`src/rtl/ser_pkg.sv`:
```
// Shared types and sizing helpers for the word serializer.
package ser_pkg;

  typedef enum logic {StIdle, StShift} state_t;

  // Counter width able to hold WIDTH-1; never narrower than one bit.
  function automatic int unsigned cnt_width(input int unsigned width);
    return (width <= 2) ? 1 : $clog2(width);
  endfunction

endpackage

```
`src/rtl/word_serializer_if.sv`:
```
// Handshake and serial-stream bundle for word_serializer.
interface word_serializer_if #(
  parameter int unsigned WIDTH = 8
);

  logic [WIDTH-1:0] data_i;
  logic             valid_i;
  logic             ready_o;
  logic             serial_o;
  logic             bit_valid_o;
  logic             first_o;
  logic             last_o;
  logic             busy_o;

  modport master (
    output data_i, valid_i,
    input  ready_o, serial_o, bit_valid_o, first_o, last_o, busy_o
  );

  modport slave (
    input  data_i, valid_i,
    output ready_o, serial_o, bit_valid_o, first_o, last_o, busy_o
  );

endinterface

```
`src/rtl/ser_bit_counter.sv`:
```
// Loadable down-counter for bit position; flags the first (full) and last (zero) bit.
module ser_bit_counter
  import ser_pkg::*;
#(
  parameter int unsigned WIDTH = 8
) (
  input  logic clk,
  input  logic rst_n,
  input  logic load,
  input  logic dec,
  output logic zero,
  output logic full
);

  localparam int unsigned CntW = cnt_width(WIDTH);
  localparam logic [CntW-1:0] MaxVal = CntW'(WIDTH - 1);

  logic [CntW-1:0] cnt_q;

  always_ff @(posedge clk or negedge rst_n) begin
    if (!rst_n) begin
      cnt_q <= '0;
    end else if (load) begin
      cnt_q <= MaxVal;
    end else if (dec && (cnt_q != '0)) begin
      cnt_q <= cnt_q - 1'b1;
    end
  end

  assign zero = (cnt_q == '0);
  assign full = (cnt_q == MaxVal);

endmodule

```
`src/rtl/word_serializer.sv`:
```
// Parallel-to-serial front end with first/last framing; LSB-first order when
// SER_LSB_FIRST_EN is defined, MSB-first otherwise.
module word_serializer
  import ser_pkg::*;
#(
  parameter int unsigned WIDTH = 8
) (
  input  logic                clk,
  input  logic                rst_n,
  word_serializer_if.slave    bus
);

  state_t           state_q;
  logic [WIDTH-1:0] shreg_q;
  logic [WIDTH-1:0] shifted;
  logic             serial;
  logic             in_shift;
  logic             cnt_zero;
  logic             cnt_full;
  logic             last_bit;
  logic             first_bit;
  logic             ready;
  logic             hs;

  assign in_shift  = (state_q == StShift);
  assign last_bit  = in_shift && cnt_zero;
  assign first_bit = in_shift && cnt_full;
  // Accepting on the final bit lets the next word follow with no bubble.
  assign ready     = !in_shift || last_bit;
  assign hs        = bus.valid_i && ready;

`ifdef SER_LSB_FIRST_EN
  assign shifted = {1'b0, shreg_q[WIDTH-1:1]};
  assign serial  = shreg_q[0];
`else
  assign shifted = {shreg_q[WIDTH-2:0], 1'b0};
  assign serial  = shreg_q[WIDTH-1];
`endif

  ser_bit_counter #(
    .WIDTH (WIDTH)
  ) u_bit_counter (
    .clk   (clk),
    .rst_n (rst_n),
    .load  (hs),
    .dec   (in_shift),
    .zero  (cnt_zero),
    .full  (cnt_full)
  );

  always_ff @(posedge clk or negedge rst_n) begin
    if (!rst_n) begin
      state_q <= StIdle;
      shreg_q <= '0;
    end else begin
      unique case (state_q)
        StIdle: begin
          if (hs) begin
            state_q <= StShift;
            shreg_q <= bus.data_i;
          end
        end
        StShift: begin
          if (hs) begin
            shreg_q <= bus.data_i;
          end else begin
            // Shifting out the last bit leaves the register empty for IDLE.
            shreg_q <= shifted;
            if (cnt_zero) state_q <= StIdle;
          end
        end
      endcase
    end
  end

  assign bus.ready_o     = ready;
  assign bus.serial_o    = serial;
  assign bus.bit_valid_o = in_shift;
  assign bus.first_o     = first_bit;
  assign bus.last_o      = last_bit;
  assign bus.busy_o      = in_shift;

endmodule
```
`src/flat_wrapper.sv`:
```
// flat-port wrapper written by rule: the top's interface ports become plain ports
module word_serializer_flat import ser_pkg::*;
#(
  parameter int unsigned WIDTH = 8
)
  (clk, rst_n, bus_data_i, bus_valid_i, bus_ready_o, bus_serial_o, bus_bit_valid_o, bus_first_o, bus_last_o, bus_busy_o);
  word_serializer_if #(.WIDTH(WIDTH)) bus_i ();
  input  logic clk;
  input  logic rst_n;
  input wire logic [$bits(bus_i.data_i)-1:0] bus_data_i;
  input wire logic [$bits(bus_i.valid_i)-1:0] bus_valid_i;
  output wire logic [$bits(bus_i.ready_o)-1:0] bus_ready_o;
  output wire logic [$bits(bus_i.serial_o)-1:0] bus_serial_o;
  output wire logic [$bits(bus_i.bit_valid_o)-1:0] bus_bit_valid_o;
  output wire logic [$bits(bus_i.first_o)-1:0] bus_first_o;
  output wire logic [$bits(bus_i.last_o)-1:0] bus_last_o;
  output wire logic [$bits(bus_i.busy_o)-1:0] bus_busy_o;
  assign bus_i.data_i = bus_data_i;
  assign bus_i.valid_i = bus_valid_i;
  assign bus_ready_o = bus_i.ready_o;
  assign bus_serial_o = bus_i.serial_o;
  assign bus_bit_valid_o = bus_i.bit_valid_o;
  assign bus_first_o = bus_i.first_o;
  assign bus_last_o = bus_i.last_o;
  assign bus_busy_o = bus_i.busy_o;
  word_serializer #(.WIDTH(WIDTH)) u_core (.clk(clk), .rst_n(rst_n), .bus(bus_i));
endmodule
```
`config.mk`:
```
export PLATFORM = sky130hd
export DESIGN_NAME = word_serializer_flat
export DESIGN_NICKNAME = d
export VERILOG_FILES = /design/src/rtl/ser_pkg.sv /design/src/rtl/word_serializer_if.sv /design/src/rtl/ser_bit_counter.sv /design/src/rtl/word_serializer.sv /design/src/flat_wrapper.sv
export SDC_FILE = /design/constraint.sdc
export NUM_CORES = 1
export LEC_CHECK = 0
export CAP_MARGIN = 5
export CORE_MARGIN = 2
export CORE_UTILIZATION = 47
export DETAILED_ROUTE_END_ITERATION = 10
export PLACE_DENSITY = 0.76
export SLEW_MARGIN = 10
export SYNTH_ARGS = -nofsm -noshare
export SYNTH_HDL_FRONTEND = slang
export SYNTH_SLANG_ARGS = --single-unit
```
`constraint.sdc`:
```
create_clock -name clk -period 1.5 [get_ports clk]
set_input_delay 0.3 -clock clk [delete_from_list [all_inputs] [get_ports clk]]
set_output_delay 0.3 -clock clk [all_outputs]
set_load 0.01 [all_outputs]
```
# After elaboration in Yosys (flattened, before gate mapping)
# Cells that the tools add are included.
dict set report op_classes {
  n_eq_ne 2
  add_sub_neg 1
  bitwise 1
  mux 9
  n_reduce_logical 9
}
# cell count
set ops {}
lappend ops {{2-to-1 mux 8 bit} 2}
lappend ops {{one-hot mux 8 bit (2 select lines)} 1}
lappend ops {{2-to-1 mux 3 bit} 2}
lappend ops {{logical AND 1 bit} 4}
lappend ops {{== test 3 bit (second input constant)} 1}
lappend ops {{zero test 3 bit} 1}
lappend ops {{2-to-1 mux 1 bit} 3}
lappend ops {{nonzero test 3 bit} 1}
lappend ops {{subtractor 3 x 1 -> 3 bit (second input constant)} 1}
lappend ops {{!= test 2 x 1 -> 1 bit (second input constant)} 1}
lappend ops {{one-hot mux 1 bit (2 select lines)} 1}
lappend ops {{nonzero test 2 bit} 1}
lappend ops {{zero test 1 bit} 1}
lappend ops {{logical OR 1 bit} 1}
lappend ops {{NOT 1 bit} 1}
dict set report word_totals {
  wordCells 25
  inputBits 11
  regBits 12
}

# Logic depth before layout (Yosys ltp)
# Gate-level depths: netlist of the first run.
dict set report depth {
  depth_word 6
  ltp_mapped 6
  mapped_depth_nobuf 5
}

# Modules after synthesis
# From an unflattened synthesis of the first run, not the netlist that was laid out.
dict set report hier_totals {
  hier_cells 70
  hier_area_um2 701.9
}
# module cells_per_inst area_each_um2 seq_area_each_um2 instances
set by_module_without_submodules {}
lappend by_module_without_submodules {word_serializer 50 509.2 225.2 1}
lappend by_module_without_submodules {ser_bit_counter 20 192.7 75.1 1}

# Worst setup path after synthesis of the first run
# No wires, ideal clock.
dict set report synth_timing {
  kind {register to register}
  startpoint {register u_core.u_bit_counter.cnt_q[0]}
  endpoint {register u_core.shreg_q[1]}
  slack_ps 183
  setup_time_ps 123
  arrival_time_ps 1194
  path_stages_with_launch 6
  required_time_ps 1377
  period_less_slack_ps 1317
  path_cell_list {dfrtp_1 > inv_1 > ha_1 > nand2b_4 > a21bo_4 > o221a_1}
}
dict set report synth_between {
  elab_chain_cells 6
}
# element line
set synth_rtl {}
lappend synth_rtl {{start, declared} ser_bit_counter.sv:18} ;# logic [CntW-1:0] cnt_q;
lappend synth_rtl {{start signal, assigned} ser_bit_counter.sv:24} ;# cnt_q <= MaxVal;
lappend synth_rtl {{start signal, assigned} ser_bit_counter.sv:26} ;# cnt_q <= cnt_q - 1'b1;
lappend synth_rtl {{zero test 3 bit (*)} ser_bit_counter.sv:30} ;# assign zero = (cnt_q == '0);
lappend synth_rtl {{logical AND 1 bit (*)} word_serializer.sv:26} ;# assign last_bit = in_shift && cnt_zero;
lappend synth_rtl {{logical OR 1 bit (*)} word_serializer.sv:29} ;# assign ready = !in_shift || last_bit;
lappend synth_rtl {{logical AND 1 bit (*)} word_serializer.sv:30} ;# assign hs = bus.valid_i && ready;
lappend synth_rtl {{2-to-1 mux 8 bit} word_serializer.sv:64} ;# if (hs) begin
lappend synth_rtl {{one-hot mux 8 bit (2 select lines)} word_serializer.sv:56} ;# unique case (state_q)
lappend synth_rtl {{end signal, assigned} word_serializer.sv:60} ;# shreg_q <= bus.data_i;
lappend synth_rtl {{end signal, assigned} word_serializer.sv:65} ;# shreg_q <= bus.data_i;
lappend synth_rtl {{end signal, assigned} word_serializer.sv:68} ;# shreg_q <= shifted;
lappend synth_rtl {{end, declared} word_serializer.sv:14} ;# logic [WIDTH-1:0] shreg_q;
# Mark *: on every way between the ends. The rest lies on a longest branch, timed or not.
# A chain may end at the register's enable or synchronous reset.

# Final worst setup path of the first run
dict set report layout_timing {
  startpoint {register u_core.u_bit_counter.cnt_q[1]}
  endpoint {output port bus_ready_o}
}
dict set report layout_between {
  elab_chain_cells 3
}
# element line
set layout_rtl {}
lappend layout_rtl {{zero test 3 bit} ser_bit_counter.sv:30}
lappend layout_rtl {{logical AND 1 bit} word_serializer.sv:26}
lappend layout_rtl {{logical OR 1 bit} word_serializer.sv:29}
lappend layout_rtl {{end, declared} flat_wrapper.sv:12} ;# output wire logic [$bits(bus_i.ready_o)-1:0] bus_ready_o;
# No other way between the ends.

==> results.py, run 1 <==
metrics = {
    "run_status": {
        "outcome": "complete, but fails checks",
        "failed_checks": "setup timing",
    },
    "place": {
        "post-dp-hpwl_um": 1150,
        "place.gp.congestion": 0.744,
        "io_buffer_count": 16,
        "dp_cells": 102,
        "pre_cts_ws_ns": -0.150,
    },
    "clock_network": {
        "clock_path_buffers": 2,
        "htree_levels": 1,
        "clock-sinks": 12,
        "root_buffer": "clkbuf_4",
        "clkTransAtPathRegs_ns": 0.08,
        "cts_made_buffers": 3,
        "cts_tree": "yes",
        "insertion_delay_ns": 0.28,
    },
    "timing": {
        "hold_viol": 0,
        "setup_violations": 2,
        "worstMarginPinSlew_ns": 0.239,
        "rsz0062_at_grt": "true",
        "finClkSkew_ns": 0.00365,
        "drv_slew": 0,
        "max_freq_mhz": 656,
        "post-route-min-period_ns": 1.52,
        "fin_hold_ws_ns": 0.309,
        "min_period_over_period_pct": 102,
        "fin_tns_setup_ns": -0.0421,
        "max_slew_margin_pct": 83.9,
        "layout_setup_ws_ns": -0.0246,
    },
    "logic_synthesis": {
        "synthTopCellsByCount": "12 x dfrtp_1, 7 x o221a_1, 5 x a211o_1",
        "yosys_warnings": 0,
        "avgSynthCellArea_um2": 11.8,
        "async_flop_share_pct": 100,
        "synth_area_leaders": "dfrtp_1 42%, o221a_1 11%, a211o_1 6.2%",
        "ys.flop_type": "dfrtp_1",
        "synth_enable_flop_cells": 0,
        "synth_top_area_cell": "dfrtp_1",
        "synthDistinctLibCells": 25,
        "yosysSeqAreaShare_pct": 42.3,
        "synth.most_common_cell": "dfrtp_1",
        "syn_inst": 60,
        "synth_fp_nets": 74,
        "syn_area_um2": 709,
        "synth.top_cell.area_share_pct": 42.3,
        "synth_seq_cells": 12,
    },
    "grt": {
        "grt_max_degree": 13,
        "grtUsageTotal_pct": 21.8,
        "grt_remaining_overflow": 0,
        "grt_pass1_vias": 663,
        "antenna_found_initial": 0,
        "grt_pass1_wl_um": 2930,
    },
    "worst_setup_path": {
        "r2r_start": "u_core.u_bit_counter.cnt_q[1]$_DFFE_PN0P_",
        "required_ns": 1.20,
        "critPathKind": "flop to output pin",
        "slowest_delay_ns": 0.42,
        "crit_path_start_kind": "flop",
        "worstSetupEndpointType": "output pin",
        "cp_max_fo": 4,
        "cp_slowest_cell": "dfrtp_1",
        "critPathLaunch": "u_core.u_bit_counter.cnt_q[1]$_DFFE_PN0P_",
        "arrival_ns": 1.22,
        "path_cells": "inv_2, ha_4, nand2b_4, nand2_2, buf_6",
    },
    "drt": {
        "wl_per_cell_um": 15.7,
        "dr.pass1.iters": 4,
        "ant_nets": 0,
        "wl_um": 1710,
        "vias_per_cell": 5.65,
        "drcViolationCount": 0,
        "via_count": 616,
        "drt_iter0_drc": 3,
    },
    "power": {
        "irDropWorstVdd_mv": 0.797,
        "power.density_mw_per_mm2": 1710,
        "power_leakage_nw": 0.516,
    },
    "final_layout": {
        "final_nets": 108,
        "fin_cells": 109,
        "fin_util_pct": 73.1,
        "drive_gt1_share_pct": 44.1,
        "area.growth.synth_to_final_pct": 49.9,
        "diodes": 0,
    },
    "floorplan": {
        "rows": 14,
        "io-pin-count": 17,
        "core_area_mm2": 0.00145,
        "initial_core_util_pct": 48.8,
        "die-area_mm2": 0.00184,
        "die_h_um": 42.9,
        "die_w_um": 42.9,
    },
    "run": {
        "drv_cap": 0,
    },
    "hold_path": {
        "hold_path_class": "input pin to async pin",
    },
}
## sequential cells by signal, summed over array words and instances (netlist names)
signal,flops
u_core.u_bit_counter.cnt_q,3
u_core.bus.bit_valid_o,1
u_core.shreg_q,8
## per-stage QoR
| step | instance area, µm² | total power, mW |
|---|---|---|
| floorplan | 709 | 1.04 |
| global placement | 956 | 1.36 |
| detailed placement | 956 | 1.38 |
| CTS | 1040 | 1.78 |
| global route | 1060 | 1.94 |
| finish | 1060 | 1.82 |
## power by group
| part | switching [mW] | internal [mW] |
|---|---|---|
| sequential | 0.108 | 0.450 |
| combinational | 0.394 | 0.596 |
| clock | 0.119 | 0.148 |
## area by class of cell
cell class,count,area (µm²)
Inverter,3,11.3
Sequential cell,12,302
Tap cell,16,20.0
Fill cell,114,390
Clock buffer,4,36.3
Multi-Input combinational cell,40,388
Timing Repair Buffer,34,307
## critical path: cells and delay by family (launching register included)
| family | cells | cell delay, ns |
|---|---|---|
| buf+inv | 2 | 0.21 |
| simple gates | 2 | 0.17 |
| fa+ha+maj | 1 | 0.15 |
| flops | 1 | 0.42 |
## cells in the final DEF, fill, tap and decap left out, drive strengths merged
cell type / n
and2: 4
nor3: 1
and3: 2
a31oi: 1
nor4: 1
o221a: 7
nand2: 1
mux2i: 1
a211o: 7
or2b: 1
a211oi: 2
ha: 3
nand2b: 1
dlygate4sd2: 2
clkbuf: 4
dfrtp: 12
nor2b: 2
buf: 21
inv: 3
and2b: 1
a21bo: 1
clkdlybuf4s50: 10
dlymetal6s2s: 1
nor2: 3
a32o: 1
## worst paths after layout
path | end | slack, ns | cells after the start
max in group asynchronous | u_core.bus.bit_valid_o$_DFF_PN0_ | 1.02 | 2
max | bus_ready_o | -0.02 | 5
min in group clk | u_core.shreg_q[0]$_DFFE_PN0P_ | 0.54 | 1
min | u_core.shreg_q[2]$_DFFE_PN0P_ | 0.31 | 2
max reg2reg | u_core.shreg_q[6]$_DFFE_PN0P_ | 0.05 | 6
min reg2reg | u_core.shreg_q[0]$_DFFE_PN0P_ | 0.54 | 1
## routing by layer
metal | vias up | GRT usage (%) | wire length [µm]
met5 | - | 0 | 0
met4 | 0 | 6.25 | 17
met3 | 2 | 7.66 | 87
met2 | 18 | 38.8 | 899
met1 | 303 | 24.2 | 706
li1 | 293 | - | -
## cell families after synthesis
| kind of cell | Yosys count | synth area share, % |
|---|---|---|
| muxes | 1 | 1.41 |
| adders and majority gates | 3 | 5.29 |
| DFF | 12 | 42.3 |
| buffers and inverters | 8 | 8.11 |
| AOI/OAI and AO/OA | 19 | 26.8 |
| and+or+nand+nor | 17 | 16.0 |
## what timing repair did
action / in CTS / in global routing
hold buffers: 0 / 0
cloned: 0 / 0
setup endpoints to repair: 5 / 4
gates resized for setup: 26 / 4
setup buffers: 2 / 1
pin swaps: 1 / 1
(Power assumes the default switching activity.)
==> run 2, diff against run 1 <==
CORE_AREA = 2 2 39 41   (was unset)
CORE_MARGIN = unset   (was 2)
CORE_UTILIZATION = unset   (was 47)
CTS_BUF_LIST = sky130_fd_sc_hd__clkbuf_4 sky130_fd_sc_hd__clkbuf_8 sky130_fd_sc_hd__clkbuf_16   (was unset)
DIE_AREA = 0 0 41 43   (was unset)
DONT_BUFFER_PORTS = 1   (was unset)
GPL_ROUTABILITY_DRIVEN = 0   (was unset)
PLACE_DENSITY = 0.68   (was 0.76)
==> run 2 against run 1 <==
The flow now finishes without violations. Sequential power shrank 0.9%. Worst hold slack lost 0.18 ns. Total power decreased by 12%. Critical path depth did not move. Non-clock buffer count is 21 lower. Flip-flop and latch count did not move. Cell count is 19% lower. Setup slack improved by 0.053 ns. Cell area down 19%. First-iteration DRC count is 33% higher. Combinational power fell by 20%. Clock skew increased by 0.0029 ns. Largest power group unchanged.
==> results.py, run 2 (synthesized netlist as in run 1, its figures left out) <==
metrics = {
    "run_status": {
        "outcome": "complete, no violations",
    },
    "clock_network": {
        "clock_path_buffers": 2,
        "cts_tree": "yes",
        "insertion_delay_ns": 0.27,
        "clkTransAtPathRegs_ns": 0.08,
        "clock-sinks": 12,
        "root_buffer": "clkbuf_4",
        "htree_levels": 1,
        "cts_made_buffers": 3,
    },
    "worst_setup_path": {
        "r2r_cells": 6,
        "cp_slowest_cell": "dfrtp_1",
        "r2r_start": "u_core.u_bit_counter.cnt_q[1]$_DFFE_PN0P_",
        "worstSetupEndpointType": "output pin",
        "r2r_end": "u_core.shreg_q[4]$_DFFE_PN0P_",
        "cp_max_fo": 6,
        "required_ns": 1.20,
        "slowest_delay_ns": 0.40,
        "cp.buffers_inverters": 2,
        "arrival_ns": 1.17,
        "crit_path_start_kind": "flop",
        "path_cells": "inv_2, ha_4, nand2b_4, nand2_8, buf_6",
        "critPathKind": "flop to output pin",
        "rrSetupSlack_ns": 0.04,
        "crit_family": "flip-flops",
    },
    "drt": {
        "ant_nets": 0,
        "drt_iter0_drc": 4,
        "wl_per_cell_um": 16.1,
        "via_count": 510,
        "vias_per_cell": 5.80,
        "drcViolationCount": 0,
        "wl_um": 1420,
        "dr.pass1.iters": 3,
    },
    "timing": {
        "max_freq_mhz": 680,
        "hold_viol": 0,
        "min_period_over_period_pct": 98.1,
        "max_slew_margin_pct": 63.2,
        "post-route-min-period_ns": 1.47,
        "finClkSkew_ns": 0.00652,
        "drv_slew": 0,
        "worstMarginPinSlew_ns": 0.551,
        "layout_setup_ws_ns": 0.0285,
        "setup_violations": 0,
        "rsz0062_at_grt": "true",
    },
    "floorplan": {
        "die-area_mm2": 0.00176,
        "rows": 14,
        "core_area_mm2": 0.00138,
        "die_w_um": 41,
        "initial_core_util_pct": 51.3,
        "io-pin-count": 17,
        "die_h_um": 43,
    },
    "final_layout": {
        "largest_register": "u_core.shreg_q",
        "final_area_um2": 857,
        "final_nets": 87,
        "diodes": 0,
        "final_cell_mix": "11 x buf_4, 11 x dfrtp_1, 7 x o221a_1",
        "fin_util_pct": 61.9,
        "drive_gt1_share_pct": 43.1,
        "largest_register_ffs": 8,
        "area.growth.synth_to_final_pct": 20.8,
    },
    "power": {
        "p_switching_mw": 0.557,
        "p_int_mw": 1.05,
        "power_switching_share_pct": 34.7,
        "power.density_mw_per_mm2": 1870,
        "pwr-share-seq_pct": 34.4,
        "pwr-share-comb_pct": 49.5,
        "power_leakage_nw": 0.409,
        "clock_power_share_pct": 16.0,
        "irDropWorstVdd_mv": 0.960,
        "total_power_mw": 1.61,
    },
    "grt": {
        "grt_remaining_overflow": 0,
        "grt_max_degree": 15,
        "antenna_found_initial": 0,
        "grt_pass1_wl_um": 2350,
        "grtUsageTotal_pct": 19.5,
        "grt_pass1_vias": 533,
    },
    "hold_path": {
        "hold_path_class": "input pin to flop",
        "holdPathStages": 1,
        "min_to": "u_core.bus.bit_valid_o$_DFF_PN0_",
        "min_from": "bus_valid_i",
    },
    "place": {
        "io_buffer_count": 0,
        "post-dp-hpwl_um": 860,
        "place_area_um2": 713,
        "pre_cts_ws_ns": 0.0555,
    },
    "run": {
        "drv_cap": 0,
    },
}
==> run 2: cell count changes in the layout (fill, tap and decap cells not counted) <==
| cell | before | now |
|---|---|---|
| buf_4 | 16 | 11 |
| buf_6 | 5 | 1 |
| clkdlybuf4s50_1 | 10 | 0 |
| dlygate4sd2_1 | 2 | 0 |
| dlygate4sd3_1 | 0 | 1 |
| dlymetal6s2s_1 | 1 | 0 |
| ha_1 | 1 | 2 |
| ha_4 | 2 | 1 |
| nand2_2 | 1 | 0 |
| nand2_8 | 0 | 1 |
| nor2_2 | 0 | 1 |
| nor2_4 | 1 | 0 |
==> run 2: worst max-delay path by stage <==
| stage | start | slack, ns | cells past startpoint | end |
|---|---|---|---|---|
| 4_1_cts | u_core.u_bit_counter.cnt_q[0]$_DFFE_PN0P_ | 0.002 | 5 | bus_ready_o |
| 2_1_floorplan | u_core.u_bit_counter.cnt_q[0]$_DFFE_PN0P_ | 0.18 | 5 | u_core.shreg_q[1]$_DFFE_PN0P_ |
| 6_report | u_core.u_bit_counter.cnt_q[1]$_DFFE_PN0P_ | 0.03 | 5 | bus_ready_o |
| 3_3_place_gp | u_core.u_bit_counter.cnt_q[1]$_DFFE_PN0P_ | 0.08 | 5 | bus_ready_o |
| 5_1_grt | u_core.u_bit_counter.cnt_q[1]$_DFFE_PN0P_ | -0.01 | 5 | bus_ready_o |
| 3_5_place_dp | u_core.u_bit_counter.cnt_q[1]$_DFFE_PN0P_ | 0.06 | 5 | bus_ready_o |
==> run 2: worst register-to-register path, stage by stage (launching register included) <==
cell and delay, ns:
dfrtp_1 0.40, inv_2 0.09, ha_4 0.15, nand2b_4 0.10, buf_4 0.15, a21bo_4 0.23, o221a_1 0.23
==> run 2: per-stage QoR <==
stage	cells	TNS [ns]	hold slack, ns
floorplan	60	0	0.00441
global placement	75	0	0.00468
detailed placement	75	0	0.00470
CTS	84	0	0.127
global route	88	-0.0162	0.124
finish	88	0	0.128
==> run 2: area by class of cell <==
cell class | count | area, µm²
well taps | 16 | 20.0
repair buffers | 13 | 104
multi-input cells | 40 | 384
inverters | 3 | 11.3
clock buffers | 4 | 36.3
fillers | 119 | 527
flip-flops and latches | 12 | 302
==> run 2: what timing repair did <==
item / CTS / global route
endpoints found under the hold margin: 12 / 0
gates cloned: 0 / 0
pin swaps: 0 / 2
resized for setup: 8 / 2
endpoints found under the setup margin: 3 / 3
hold buffers: 1 / 0
buffers inserted: 4 / 4
==> run 2: routing by layer <==
| metal | vias up | track usage, % | wire [µm] |
|---|---|---|---|
| li1 | 249 | - | - |
| met1 | 246 | 26.4 | 672 |
| met2 | 13 | 28.7 | 655 |
| met3 | 2 | 5.76 | 78 |
| met4 | 0 | 6.67 | 14 |
| met5 | - | 0 | 0 |
==> run 2: power by group through the flow <==
stage / logic [mW] / clock network (mW) / registers (mW)
3_3_place_gp: 0.552 / 0 / 0.569
5_1_grt: 0.868 / 0.280 / 0.572
6_report: 0.796 / 0.257 / 0.553
3_5_place_dp: 0.558 / 0 / 0.568
4_1_cts: 0.715 / 0.261 / 0.549
2_1_floorplan: 0.503 / 0 / 0.538
==> run 3, diff against run 2 <==
CAP_MARGIN = 0   (was 5)
CTS_CLUSTER_DIAMETER = 40   (was unset)
clock period = 1.8 ns   (was 1.5 ns; I/O delays follow)
==> run 3 against run 2 <==
Cell count is 14% lower. Core utilization is 9.6 points lower. Highest routed layer unchanged. First-iteration DRC count is 130% higher. Critical path type unchanged. Largest cell class unchanged. Clock-buffer cell count is 1 lower. Critical endpoint unchanged.
==> results.py, run 3 (synthesized netlist as in run 1, its figures left out) <==
metrics = {
    "run_status": {
        "outcome": "complete, no violations",
    },
    "clock_network": {
        "cts_tree": "yes",
        "clkTransAtPathRegs_ns": 0.07,
        "clock-sinks": 12,
        "clock_path_buffers": 2,
        "post_cts_buffers": 0,
        "insertion_delay_ns": 0.27,
        "htree_levels": 1,
        "root_buffer": "clkbuf_4",
        "cts_made_buffers": 3,
    },
    "grt": {
        "grtUsageMet3_pct": 4.71,
        "use_met1_pct": 23.3,
        "antenna_found_initial": 0,
        "grt_max_degree": 17,
        "grt_remaining_overflow": 0,
        "grt_pass1_vias": 488,
        "grt_pass1_wl_um": 2090,
        "use_met2_pct": 25.0,
        "top_usage_layer": "met2",
        "grtUsageTotal_pct": 17.6,
    },
    "final_layout": {
        "fillers": 121,
        "final_nets": 76,
        "final_cell_mix": "11 x dfrtp_1, 7 x o221a_1, 5 x a211o_1",
        "drive_gt1_share_pct": 25.0,
        "largest_register_ffs": 8,
        "largest_register": "u_core.shreg_q",
        "mostFrequentLayoutCell": "dfrtp_1",
        "area.growth.synth_to_final_pct": 2.12,
        "multi_input_area_um2": 352,
        "seq_area_um2": 302,
        "diodes": 0,
    },
    "drt": {
        "wl_per_cell_um": 16.3,
        "dr.pass1.iters": 4,
        "wl_um": 1240,
        "ant_nets": 0,
        "via_count": 465,
        "drt_iter0_drc": 9,
        "vias_per_cell": 6.12,
        "drcViolationCount": 0,
    },
    "power": {
        "power_leakage_nw": 0.351,
        "irDropWorstVdd_mv": 0.557,
        "total_power_mw": 1.06,
        "power.density_mw_per_mm2": 1470,
    },
    "floorplan": {
        "die-area_mm2": 0.00176,
        "die_w_um": 41,
        "initial_core_util_pct": 51.3,
        "die_h_um": 43,
        "core_area_mm2": 0.00138,
        "io-pin-count": 17,
        "rows": 14,
    },
    "worst_setup_path": {
        "slowest_delay_ns": 0.41,
        "crit_path_start_kind": "flop",
        "critPathKind": "flop to output pin",
        "required_ns": 1.44,
        "cp_slowest_cell": "dfrtp_1",
        "cp_max_fo": 11,
        "worstSetupEndpointType": "output pin",
        "arrival_ns": 1.31,
        "path_cells": "inv_1, ha_1, nand2b_4, nand2_2",
        "rrSetupSlack_ns": 0.37,
    },
    "timing": {
        "drv_slew": 0,
        "worstMarginPinSlew_ns": 0.549,
        "max_slew_margin_pct": 63.3,
        "setup_violations": 0,
        "max_freq_mhz": 597,
        "fin_tns_setup_ns": 0,
        "rsz0062_at_grt": "false",
        "finClkSkew_ns": 0.00248,
        "hold_viol": 0,
        "min_period_over_period_pct": 93.1,
        "post-route-min-period_ns": 1.67,
    },
    "place": {
        "io_buffer_count": 0,
        "post-dp-hpwl_um": 859,
    },
    "run": {
        "drv_cap": 0,
    },
    "hold_path": {
        "hold_path_class": "input pin to flop",
    },
}
==> run 3: final timing paths <==
| check | cells past startpoint | start | end |
|---|---|---|---|
| max | 4 | u_core.u_bit_counter.cnt_q[0]$_DFFE_PN0P_ | bus_ready_o |
| min | 1 | bus_valid_i | u_core.bus.bit_valid_o$_DFF_PN0_ |
| max reg2reg | 5 | u_core.u_bit_counter.cnt_q[0]$_DFFE_PN0P_ | u_core.shreg_q[0]$_DFFE_PN0P_ |
| min reg2reg | 1 | u_core.u_bit_counter.cnt_q[0]$_DFFE_PN0P_ | u_core.u_bit_counter.cnt_q[0]$_DFFE_PN0P_ |
| max in group asynchronous | 1 | rst_n | u_core.bus.bit_valid_o$_DFF_PN0_ |
| min in group asynchronous | 1 | rst_n | u_core.shreg_q[6]$_DFFE_PN0P_ |
==> run 3: layout make-up <==
| type | count | area share, % |
|---|---|---|
| clock buffer | 3 | 3.11 |
| inverter | 3 | 1.55 |
| multi-input combinational | 40 | 48.5 |
| timing repair buffer | 2 | 2.42 |
| sequential | 12 | 41.6 |
| tap | 16 | 2.76 |
==> run 3: repair_timing <==
item | CTS | global route
gates resized for setup | 0 | 1
endpoints found under the setup margin | 0 | 2
endpoints found under the hold margin | 12 | 0
hold buffers | 1 | 0
==> run 3: through the flow <==
step                util [%]  cells  hold WS [ns]  setup WS (ns)  cell area [µm²]
floorplan                  -     60        0.0644          0.483              709
global placement        49.9     72        0.0647          0.351              691
detailed placement      49.9     72        0.0647          0.322              691
CTS                     52.3     76         0.181         0.0266              723
global route            52.4     76         0.191         0.0195              724
finish                  52.4     76         0.194          0.125              724
==> run 3: routing by layer <==
layer | routed length, µm | part of all wire, %
met5 | 0 | 0
met4 | 6 | 0.48
met1 | 567 | 46
met3 | 82 | 6.6
met2 | 585 | 47
==> run 3: critical path: cells and delay by family (launching register included) <==
family / cells / cell delay [ns]
AND/OR/NAND/NOR: 2 / 0.32
flip-flops: 1 / 0.41
adder cells (fa/ha/maj): 1 / 0.22
buffers and inverters: 1 / 0.09
==> run 3: where the power goes <==
group	total (mW)	internal, mW	leakage [nW]	switching [mW]
Clock	0.161	0.0773	0.0138	0.0832
Sequential	0.478	0.375	0.151	0.102
Combinational	0.426	0.226	0.187	0.200
